### config.mk
export PLATFORM = sky130hd
export DESIGN_NAME = bcd_counter_n
export DESIGN_NICKNAME = d
export VERILOG_FILES = /design/src/rtl/bcd_cnt_pkg.sv /design/src/rtl/bcd_digit.sv /design/src/rtl/bcd_counter_n.sv
export SDC_FILE = /design/constraint.sdc
export NUM_CORES = 1
export LEC_CHECK = 0
export ABC_AREA = 1
export BUFFER_PORTS_ARGS = -buffer_cell sky130_fd_sc_hd__buf_4
export CAP_MARGIN = 0
export CELL_PAD_IN_SITES_DETAIL_PLACEMENT = 0
export CELL_PAD_IN_SITES_GLOBAL_PLACEMENT = 1
export CORE_MARGIN = 5
export CORE_UTILIZATION = 39
export CTS_BUF_LIST = sky130_fd_sc_hd__clkbuf_4 sky130_fd_sc_hd__clkbuf_8
export CTS_CLUSTER_DIAMETER = 80
export CTS_CLUSTER_SIZE = 16
export DETAILED_ROUTE_END_ITERATION = 8
export PLACE_DENSITY_LB_ADDON = 0.25
export SLEW_MARGIN = 30
export SYNTH_ARGS = -nofsm -noshare
export SYNTH_HDL_FRONTEND = slang
export SYNTH_SLANG_ARGS = --single-unit
### constraint.sdc
create_clock -name clock -period 2.6 [get_ports clock]
set_clock_uncertainty 0.2 [all_clocks]
set_input_delay 0.13 -clock clock [delete_from_list [all_inputs] [get_ports clock]]
set_output_delay 0.13 -clock clock [all_outputs]
set_load 0.02 [all_outputs]
### src/rtl/bcd_cnt_pkg.sv
// Shared BCD digit type, digit limits and nibble validity check for the
// N-digit BCD counter.
package bcd_cnt_pkg;

  typedef logic [3:0] bcd_digit_t;

  localparam bcd_digit_t BCD_MAX = 4'd9;
  localparam bcd_digit_t BCD_MIN = 4'd0;

  function automatic logic is_valid_bcd(input bcd_digit_t d);
    return (d <= BCD_MAX);
  endfunction

endpackage

### src/rtl/bcd_digit.sv
// One registered BCD digit: steps when ci is high, wraps 9->0 up / 0->9 down,
// and raises co when that step rolls over into the next digit.
module bcd_digit
  import bcd_cnt_pkg::*;
(
  input  logic       clock,
  input  logic       reset,
  input  logic       ci,
  input  logic       up_dn,
  input  logic       ld,
  input  logic [3:0] ld_val,
  output logic [3:0] q,
  output logic       co
);

  bcd_digit_t q_q, q_d;

  always_comb begin
    q_d = q_q;
    if (ld) begin
      q_d = ld_val;
    end else if (ci) begin
      if (up_dn) q_d = (q_q == BCD_MAX) ? BCD_MIN : q_q + 4'd1;
      else       q_d = (q_q == BCD_MIN) ? BCD_MAX : q_q - 4'd1;
    end
  end

  always_ff @(posedge clock) begin
    if (reset) q_q <= '0;
    else       q_q <= q_d;
  end

  assign q  = q_q;
  assign co = ci & (up_dn ? (q_q == BCD_MAX) : (q_q == BCD_MIN));

endmodule

### src/rtl/bcd_counter_n.sv
// N-digit BCD up/down counter with preload, invalid-load flag and cascade
// carry. Define BCD_CNT_SAT_EN for saturating count (carry_out tied low).
module bcd_counter_n
  import bcd_cnt_pkg::*;
#(
  parameter int unsigned NUM_DIGITS = 3
) (
  input  logic                    clock,
  input  logic                    reset,
  input  logic                    en,
  input  logic                    up_dn,
  input  logic                    load,
  input  logic [NUM_DIGITS*4-1:0] load_val,
  output logic [NUM_DIGITS*4-1:0] digits,
  output logic                    carry_out,
  output logic                    load_err
);

  logic [NUM_DIGITS:0] chain;
  logic                load_ok;
  logic                step_en;
  logic                load_err_q, load_err_d;

  always_comb begin
    load_ok = 1'b1;
    for (int unsigned i = 0; i < NUM_DIGITS; i++) begin
      load_ok = load_ok & is_valid_bcd(load_val[i*4 +: 4]);
    end
  end

`ifdef BCD_CNT_SAT_EN
  logic at_term;

  always_comb begin
    at_term = 1'b1;
    for (int unsigned i = 0; i < NUM_DIGITS; i++) begin
      at_term = at_term & (digits[i*4 +: 4] == (up_dn ? BCD_MAX : BCD_MIN));
    end
  end

  // Blocking the step at the terminal value keeps the chain from ever rolling over.
  assign step_en   = en & ~load & ~reset & ~at_term;
  assign carry_out = 1'b0;
`else
  // Gating the chain head makes the last digit's co exactly the cascade carry.
  assign step_en   = en & ~load & ~reset;
  assign carry_out = chain[NUM_DIGITS];
`endif

  assign chain[0] = step_en;

  for (genvar g = 0; g < NUM_DIGITS; g++) begin : g_digit
    bcd_digit u_digit (
      .clock  (clock),
      .reset  (reset),
      .ci     (chain[g]),
      .up_dn  (up_dn),
      .ld     (load & load_ok),
      .ld_val (load_val[g*4 +: 4]),
      .q      (digits[g*4 +: 4]),
      .co     (chain[g+1])
    );
  end

  assign load_err_d = load & ~load_ok;

  always_ff @(posedge clock) begin
    if (reset) load_err_q <= 1'b0;
    else       load_err_q <= load_err_d;
  end

  assign load_err = load_err_q;

endmodule

==> flow_summary.yaml <==
synthesis:
  synth_edf_count: 0
  synth_fa_ha_area_share_pct: 0
  synth_compound_area_share_pct: 11.6
  ys_types: 24
  synth_seq_cells: 13
  synth_xor_area_share_pct: 0.735
  synth_top_family_by_area: "simple AND/OR/NAND/NOR gates"
  yosys.area.top_type: "nand2_1"
  ys_warn_count: 0
  synth_simple_gate_area_share_pct: 53.7
  yosysMostFrequentCell: "nand2_1"
  netlist_area_sq_um: 1190
  synth_top_area_share_pct: 22.7
  synth_ff_type: "dfxtp_1"
  synthTopCellsByCount: "nand2_1 (72), inv_1 (27), nand3_1 (27)"
  syn_nets: 231
  syn_area_per_cell_sq_um: 5.57
  yosysSeqAreaShare_pct: 21.8
  syn_inst: 214
  synth_async_sr_flop_share_pct: 0
  synth_area_leaders: "nand2_1 (23%), dfxtp_1 (22%), nand3_1 (11%), inv_1 (8.5%), nor2_1 (7.6%)"
  synth_mux_area_share_pct: 0
cts:
  clk_pin_slew_ps: 90
  worst_skew_pair.late_latency_ps: 280
  cts_tree: "built"
  cts-buffers-inserted: 3
  clockBufferDepth: 2
  postCtsResizedCells: 0
  cts_max_level: 1
  clock-sinks: 13
  clock-root-buffer: "clkbuf_4"
finish:
  multi_input_area_sq_um: 786
  n_antenna_cell: 0
  layout.cells.non_filler: 288
  nets: 273
  drive_above_1_share_pct: 20.4
  area_growth_pct: 31.4
  fill_cells: 332
  final_util_pct: 52.1
  ff_latch_area_sq_um: 260
route:
  ant_nets: 0
  drt-initial-drc-count: 40
  wl_mm: 3.47
  via_count: 1413
  drc: 0
  post_drt_wl_per_cell_microns: 12.1
  firstDrtPassIters: 4
  avgViaCountPerCell: 4.91
floorplanning:
  io_pins: 31
  die_width_microns: 65.3
  initial_core_util_pct: 39.7
  row_count: 20
  die_area_sq_um: 4260
  die_y_microns: 65.3
  coreArea_sq_um: 3000
timing:
  worstMarginPinSlew_ps: 438
  setup_viol: 0
  fin_setup_tns_ps: 0
  period_minus_slack_ps: 2160
  slew_violations: 0
  fin_crit_sh_pct: 82.9
  relSlewSlack_pct: 70.7
  final_hold_viol_count: 0
  max_freq_mhz: 464
  whs_ps: 19.4
  setup_slack_ps: 445
  grt_setup_unrepaired: "no"
global_routing:
  grt_max_degree: 16
  antenna_found_initial: 0
  grt_pass1_vias: 1393
  grt.total_usage_pct: 18.3
  grt_pass1_wl_mm: 6.16
  grt_overflow_total: 0
critical_path:
  startpoint_type: "input pin"
  worstSetupEndpointType: "primary output"
  critPathArrivalTime_ps: 1830
  required_ps: 2270
  crit_type: "input pin to primary output"
  path_max_fanout: 9
  worstRegToRegCells: 7
power_and_ir_drop:
  p_leak_nw: 0.802
  ir_drop_uv: 253
  p_per_area_nw_per_um2: 376
placed_design:
  place_inst: 273
  io_buffers: 30
  gp_congestion: 0.865
  dp_hpwl_mm: 2.68
  place_ws_ps: 832
hold_path:
  hp-class: "input pin to flop"
  hold-path-cell-count: 5
run_status:
  status: "finished, final reports clean"
run:
  drv_cap: 0
repair_timing:
item,4_1_cts,5_1_grt
buffers inserted,0,0
endpoints found under the hold margin,13,0
hold buffers,11,0
worst paths after layout:
path	from	endpoint	slack, ps
min	load_val[8]	g_digit[2].u_digit.q[0]	20
max	load	carry_out	440
max reg2reg	g_digit[0].u_digit.q[2]	g_digit[1].u_digit.q[1]	980
min reg2reg	g_digit[2].u_digit.q[2]	g_digit[2].u_digit.q[2]	330
cells in the final DEF (no fill, tap or decap), drive strengths merged:
master	count
o21ai	16
nor3	1
nor2	30
dlygate4sd3	11
a21oi	7
nand2	75
nand3	28
a31oi	1
xor2	1
and2	1
a211oi	1
nand4	4
clkbuf	4
buf	30
dfxtp	13
inv	30
or2	2
worst max-delay path, stage by stage:
cell and delay (ps):
dlygate4sd3_1 540, buf_4 150, inv_1 50, nand2_1 70, nor2_4 230, nand3_4 140
nor2_4 140, inv_1 60, a211oi_2 130, buf_4 170
logic make-up (layout without fill, tap and decap cells):
| kind of cell | Yosys count | count (layout) |
|---|---|---|
| flops | 13 | 13 |
| xor+xnor | 1 | 1 |
| buf+inv | 34 | 75 |
| compound gates | 25 | 25 |
| simple gates | 141 | 141 |
power by group:
| part | internal, mW | total, mW | switching, mW |
|---|---|---|---|
| registers | 0.211 | 0.231 | 0.0200 |
| clock network | 0.0700 | 0.144 | 0.0745 |
| logic | 0.0895 | 0.213 | 0.124 |
layout make-up:
type | instances | share of cell area [%]
Multi-Input combinational cell | 167 | 50.2
Timing Repair Buffer | 41 | 21.4
Sequential cell | 13 | 16.6
Inverter | 30 | 7.19
Tap cell | 33 | 2.64
Clock buffer | 4 | 1.92
through the flow:
stage | instance area [sq um] | power, mW
finish | 1570 | 0.589
CTS | 1570 | 0.594
detailed placement | 1430 | 0.437
global route | 1570 | 0.644
floorplan | 1190 | 0.371
global placement | 1430 | 0.438
metal layers:
metal,part of all wire [%],up-vias,GRT usage [%]
met2,45,41,29.5
met1,48,611,24.7
met5,0,-,0
met4,0.49,0,5.70
met3,6.2,2,3.25
li1,-,759,-
flip-flops by register name (all words and copies together), names as in the netlist:
name	cells
g_digit.u_digit.q	12
load_err	1
Note: power is estimated with default switching activity, not from simulation.
